[config.mk]
export PLATFORM = sky130hd
export DESIGN_NAME = cram_loader
export DESIGN_NICKNAME = d
export VERILOG_FILES = /design/src/rtl/cram_loader_pkg.sv /design/src/rtl/cram_loader_word_asm.sv /design/src/rtl/cram_loader.sv
export SDC_FILE = /design/constraint.sdc
export NUM_CORES = 1
export LEC_CHECK = 0
export BUFFER_PORTS_ARGS = -buffer_cell sky130_fd_sc_hd__buf_2
export CAP_MARGIN = 20
export CORE_MARGIN = 2
export CORE_UTILIZATION = 25
export CTS_BUF_LIST = sky130_fd_sc_hd__clkbuf_16
export DETAILED_ROUTE_END_ITERATION = 10
export HOLD_SLACK_MARGIN = 0.02
export RECOVER_POWER = 50
export SYNTH_ARGS = -nofsm -noshare
export SYNTH_HDL_FRONTEND = slang
export SYNTH_SLANG_ARGS = --single-unit
[constraint.sdc]
create_clock -name clk -period 6.9 [get_ports clk]
set_input_delay 0.345 -clock clk [delete_from_list [all_inputs] [get_ports clk]]
set_output_delay 0.345 -clock clk [all_outputs]
set_load 0.005 [all_outputs]
[src/rtl/cram_loader_pkg.sv]
// Shared EBOX CRAM definitions: geometry of the control RAM and the loader state encoding.
package cram_loader_pkg;

    localparam int CRAM_ADDR_W    = 11;
    localparam int CRAM_DATA_W    = 84;
    localparam int BYTES_PER_WORD = (CRAM_DATA_W + 7) / 8;

    typedef enum logic [2:0] {
        CNT_LO = 3'd0,
        CNT_HI = 3'd1,
        DATA   = 3'd2,
        WRITE  = 3'd3,
        DONE   = 3'd4,
        ERROR  = 3'd5
    } loaderState_t;

endpackage

[src/rtl/cram_loader_word_asm.sv]
// Byte-to-word assembler: shifts stream bytes in LSB-first and tracks the byte index.
module cram_word_asm #(
    parameter int BYTES_PER_WORD = cram_loader_pkg::BYTES_PER_WORD,
    parameter int IDX_W          = $clog2(BYTES_PER_WORD)
) (
    input  logic                        clk,
    input  logic                        CROBAR_N,
    input  logic                        clear,
    input  logic                        load,
    input  logic [7:0]                  din,
    output logic [8*BYTES_PER_WORD-1:0] word,
    output logic                        full
);
    import cram_loader_pkg::*;

    logic [IDX_W-1:0] idx;

    // Newest byte enters at the top, so after a full word byte 0 sits in bits [7:0].
    always_ff @(posedge clk or negedge CROBAR_N) begin
        if (!CROBAR_N) begin
            word <= '0;
            idx  <= '0;
        end else if (clear) begin
            word <= '0;
            idx  <= '0;
        end else if (load) begin
            word <= {din, word[8*BYTES_PER_WORD-1:8]};
            if (!full) begin
                idx <= idx + IDX_W'(1);
            end
        end
    end

    // Asserted while the next accepted byte completes the word.
    assign full = (idx == IDX_W'(BYTES_PER_WORD - 1));

endmodule

[src/rtl/cram_loader.sv]
// CRAM loader: parses a count-prefixed byte stream into CRAM writes and releases the EBOX when done.
//
//   state  | meaning
//   CNT_LO | waiting for count[7:0]
//   CNT_HI | waiting for count[15:8]; range-checks the count
//   DATA   | collecting the bytes of one CRAM word
//   WRITE  | one-cycle CRAM write strobe
//   DONE   | image loaded, EBOX released
//   ERROR  | malformed stream, sticky until start
module cram_loader #(
    parameter int CRAM_ADDR_W    = cram_loader_pkg::CRAM_ADDR_W,
    parameter int CRAM_DATA_W    = cram_loader_pkg::CRAM_DATA_W,
    parameter int BYTES_PER_WORD = (CRAM_DATA_W + 7) / 8
) (
    input  logic                   clk,
    input  logic                   CROBAR_N,
    input  logic                   start,
    input  logic [7:0]             inData,
    input  logic                   inValid,
    output logic                   inReady,
    output logic                   cramWrite,
    output logic [CRAM_ADDR_W-1:0] cramAddr,
    output logic [CRAM_DATA_W-1:0] cramData,
    output logic                   eboxReset,
    output logic                   done,
    output logic                   error
);
    import cram_loader_pkg::*;

    localparam int ASM_W     = 8 * BYTES_PER_WORD;
    localparam int LAST_BITS = CRAM_DATA_W - 8 * (BYTES_PER_WORD - 1);
    localparam int MAX_WORDS = 1 << CRAM_ADDR_W;

    loaderState_t           state;
    logic [7:0]             countLo;
    logic [15:0]            lastAddr;
    logic [CRAM_ADDR_W-1:0] addr;
    logic [ASM_W-1:0]       asmWord;
    logic                   asmFull;
    logic                   asmLoad;
    logic                   asmClear;
    logic                   xfer;
    logic                   badTop;
    logic                   countOk;
    logic [15:0]            countFull;
    logic                   unusedAsmTop;

    assign xfer      = inValid && inReady;
    assign countFull = {inData, countLo};
    assign countOk   = (countFull != 16'd0) && (countFull <= 16'(MAX_WORDS));
    // Bits of the last byte beyond the CRAM width must be zero.
    assign badTop    = (inData >> LAST_BITS) != 8'd0;
    assign asmLoad   = xfer && (state == DATA) && !(asmFull && badTop);
    assign asmClear  = (state == WRITE) || ((state == CNT_HI) && xfer);

    cram_word_asm #(
        .BYTES_PER_WORD(BYTES_PER_WORD)
    ) u_asm (
        .clk     (clk),
        .CROBAR_N(CROBAR_N),
        .clear   (asmClear),
        .load    (asmLoad),
        .din     (inData),
        .word    (asmWord),
        .full    (asmFull)
    );

    // The padding nibble of the last byte is rejected before it is loaded, so it is always zero here.
    assign unusedAsmTop = ^asmWord[ASM_W-1:CRAM_DATA_W];
    assign cramData     = asmWord[CRAM_DATA_W-1:0];
    assign cramAddr     = addr;

    always_ff @(posedge clk or negedge CROBAR_N) begin
        if (!CROBAR_N) begin
            state     <= CNT_LO;
            countLo   <= 8'd0;
            lastAddr  <= 16'd0;
            addr      <= '0;
            inReady   <= 1'b0;
            cramWrite <= 1'b0;
            eboxReset <= 1'b1;
            done      <= 1'b0;
            error     <= 1'b0;
        end else begin
            cramWrite <= 1'b0;
            case (state)
                CNT_LO: begin
                    inReady <= 1'b1;
                    if (xfer) begin
                        countLo <= inData;
                        state   <= CNT_HI;
                    end
                end
                CNT_HI: begin
                    if (xfer) begin
                        if (countOk) begin
                            lastAddr <= countFull - 16'd1;
                            addr     <= '0;
                            state    <= DATA;
                        end else begin
                            inReady <= 1'b0;
                            error   <= 1'b1;
                            state   <= ERROR;
                        end
                    end
                end
                DATA: begin
                    if (xfer && asmFull) begin
                        inReady <= 1'b0;
                        if (badTop) begin
                            error <= 1'b1;
                            state <= ERROR;
                        end else begin
                            cramWrite <= 1'b1;
                            state     <= WRITE;
                        end
                    end
                end
                WRITE: begin
                    if (16'(addr) == lastAddr) begin
                        eboxReset <= 1'b0;
                        done      <= 1'b1;
                        state     <= DONE;
                    end else begin
                        addr    <= addr + CRAM_ADDR_W'(1);
                        inReady <= 1'b1;
                        state   <= DATA;
                    end
                end
                DONE, ERROR: begin
                    if (start) begin
                        inReady   <= 1'b1;
                        eboxReset <= 1'b1;
                        done      <= 1'b0;
                        error     <= 1'b0;
                        state     <= CNT_LO;
                    end
                end
                default: begin
                    inReady <= 1'b0;
                    state   <= CNT_LO;
                end
            endcase
        end
    end

endmodule

==> metrics <==
status=complete, but fails checks; Hold/Removal Path Class=input pin to flop; final net count=585; global-route wire length before repair=22,300 µm; CTS buffer count=17; Synth area leader=dfrtp_1; top-area cell type share of the netlist area=54.1%; WL final=14,000 µm; FMAX=242 MHz; Iteration-0 DRC Markers=318; Via-to-Cell Ratio=4.51; Buffers on Ports=111; area grow syn2layout=12.7%; Max-Cap Viols=1; critical path class=input pin to asynchronous set/reset pin; Vias=4,083; io pins=112; Cell Int Power=0.00129 W; Slowest cell on crit path=clkbuf_1; # DRC=0; CORE AREA=24,300 µm²; Slew Limit Fails=69; final hold vios=0; TritonCTS Sinks=135; register area=3380 µm²; antenna diode count=0; asr flop ratio synth=100%; Final Wtd Congestion=0.787; Yosys reg bits=135; Critical Path Max Stage Delay=2.61 ns; Worst-Skew Late Latency=0.41 ns; failing checks=max-capacitance violations, max-slew violations; worst clock skew=0.0111 ns; startpoint types=input pin; clock root cell=clkbuf_16; crit path capture type=asynchronous set/reset pin; number of enable flip-flop cells after synthesis=0; Fill cells=2,505; Buf/Inv on CP=3; clock buffer depth=2; register area share after synthesis=54.5%; Top delay family on crit path=buffers and inverters; synthesized area per cell=11.4 µm²; DRT Pass-1 Iters=4; Die Footprint=26,100 µm²; VDD IR-drop max=0.118 mV; combinational share of power=1.6%; grt ovf=0; initial antenna violation count=0; Net Sw Frac=22.6%; part of the power in registers=47.4%; Final ANT Viol Nets=0; chip width=162 µm; worst endpoint data arrival time=4.57 ns; Required @ worst endpoint=7.33 ns; largest cells by area after synthesis=dfrtp_1, a22o_1, buf_4; final period utilization=60.0%; number of global-route vias before repair=3,927; sw power=0.000378 W; ys flop type=dfrtp_1; RSZ-0062 raised after global routing=no; Initial Util=25.5%; routed wire length per instance=15.5 µm; multi-input logic area=2090 µm²; CTS tree=yes; # setup viols final=0; Critical Path, Cell by Cell=dlygate4sd3_1, clkbuf_1, buf_4; final setup TNS=0 ns; layout cell share with drive strength beyond 1=21.2%; All-Layer GR Usage=10.9%; chip height=162 µm; power consumption=0.00167 W; Syn Inst Count=544; largest fanout on the critical path=68; Clk network pwr share=51.0%; Leakage=3.35 nW; row count=57; hpwl dp=9440 µm; post-synthesis cell area=6200 µm²; H-tree Lvls=4; Mapped Nets=561; pin count of the biggest net entering global routing=90; total power divided by cell area=239 nW/µm²; measured slew at the worst slew-check pin=3.74 ns; clock transition at the registers of the reported paths=0.06 ns; warnings from Yosys=0; Tmin final=4.14 ns; Slew headroom=-149%; post-synth cell types=50
[cells in the mapped netlist, types with 3 or more instances]
master / n
nor2_1: 40
and3_1: 4
mux2_2: 7
nor4_1: 4
nand2_1: 20
xor2_1: 4
a21o_1: 3
a21oi_1: 19
o31ai_1: 5
or2_2: 3
nand3_1: 8
nand4_1: 3
a221o_1: 3
inv_1: 5
dfrtp_1: 134
nor3b_1: 6
a22o_1: 89
o21a_1: 4
clkbuf_1: 23
xnor2_1: 18
buf_1: 4
ha_1: 5
nor3_1: 5
buf_4: 84
o21ai_0: 10
[metal layers]
metal  GRT usage, %  up-vias  part of all wire, %
met3           2.70       10                  4.0
met2           16.4       97                   46
met4           3.53        0                  1.0
met5              0        -                    0
li1               -     1943                    -
met1           15.3     2033                   49
[power groups by stage]
stage | clock network (W) | logic [W] | registers, W
floorplan | 0 | 0.00000361 | 0.000806
global placement | 0 | 0.0000281 | 0.000806
detailed placement | 0 | 0.0000282 | 0.000806
CTS | 0.000882 | 0.0000288 | 0.000792
global route | 0.000916 | 0.0000312 | 0.000791
finish | 0.000852 | 0.0000267 | 0.000792
[final timing paths]
kind	start	end	slack (ns)	cells past startpoint
worst max-delay path	CROBAR_N	u_asm.word[28]$_DFFE_PN0P_	2.76	3
worst min-delay path	inData[6]	u_asm.word[86]$_DFFE_PN0P_	0.21	2
worst max register to register	state[1]$_DFFE_PN0P_	u_asm.word[3]$_DFFE_PN0P_	3.74	7
worst min register to register	countLo[0]$_DFFE_PN0P_	lastAddr[0]$_DFFE_PN0P_	0.49	1
max in group clk	state[1]$_DFFE_PN0P_	u_asm.word[3]$_DFFE_PN0P_	3.74	7
min in group asynchronous	CROBAR_N	cramAddr[4]$_DFFE_PN0P_	1.76	2
[stage by stage]
stage	instance area, µm²	setup slack (ns)	hold slack (ns)	cells	util, %
after floorplan	6200	4.30	0.0494	544	-
after global placement	6480	3.76	0.396	871	26.7
after detailed placement	6480	3.71	0.402	871	26.7
after CTS	7050	3.70	0.184	904	29.0
after global routing	6990	1.94	0.202	905	28.8
final	6990	2.76	0.210	905	28.8
[registers in the layout, indices dropped and copies added (netlist names)]
register	cells
u_asm.word	88
lastAddr	16
cramAddr	11
countLo	8
u_asm.idx	4
state	3
cramWrite	1
done	1
eboxReset	1
error	1
inReady	1
[timing repair]
action	4_1_cts	5_1_grt
resized for setup	0	0
hold buffers	1	0
endpoints found under the hold margin	66	0
setup buffers	0	0
setup endpoints to repair	0	0
[layout by cell type, fill, tap and decap left out, types with 3 or more instances in the layout]
cell type	n
nor3b_1	6
inv_6	3
nand3_1	8
mux2_2	7
xnor2_1	18
and2_0	3
clkinvlp_4	4
nor4_1	3
a22o_1	89
clkinv_4	3
nand2_1	20
clkbuf_16	17
inv_1	6
buf_4	4
nor2_1	39
ha_1	5
clkbuf_1	42
o31ai_1	5
nand4_1	3
nor3_1	5
o21a_1	4
buf_2	70
a21oi_1	18
dfrtp_1	134
o21ai_0	10
a21o_1	3
a221o_1	3
xor2_1	4
and3_1	4
or2_2	3
[cell families after synthesis]
family | Yosys count | share of synthesized area (%)
AO/OA/AOI/OAI | 145 | 18.5
buffers and inverters | 117 | 12.3
flip-flops | 135 | 54.5
XOR/XNOR | 22 | 3.11
AND/OR/NAND/NOR | 112 | 9.24
multiplexers | 8 | 1.43
adder cells (fa/ha/maj) | 5 | 1.01
[cell type report]
cell class                 count  share of cell area, %
sequential                   135                   48.3
multi-input combinational    292                   29.8
inverter                       5                  0.268
clock inverter                15                   1.86
clock buffer                  17                   6.08
tap                          324                   5.80
timing repair buffer         117                   7.84
(Power assumes the default switching activity.)
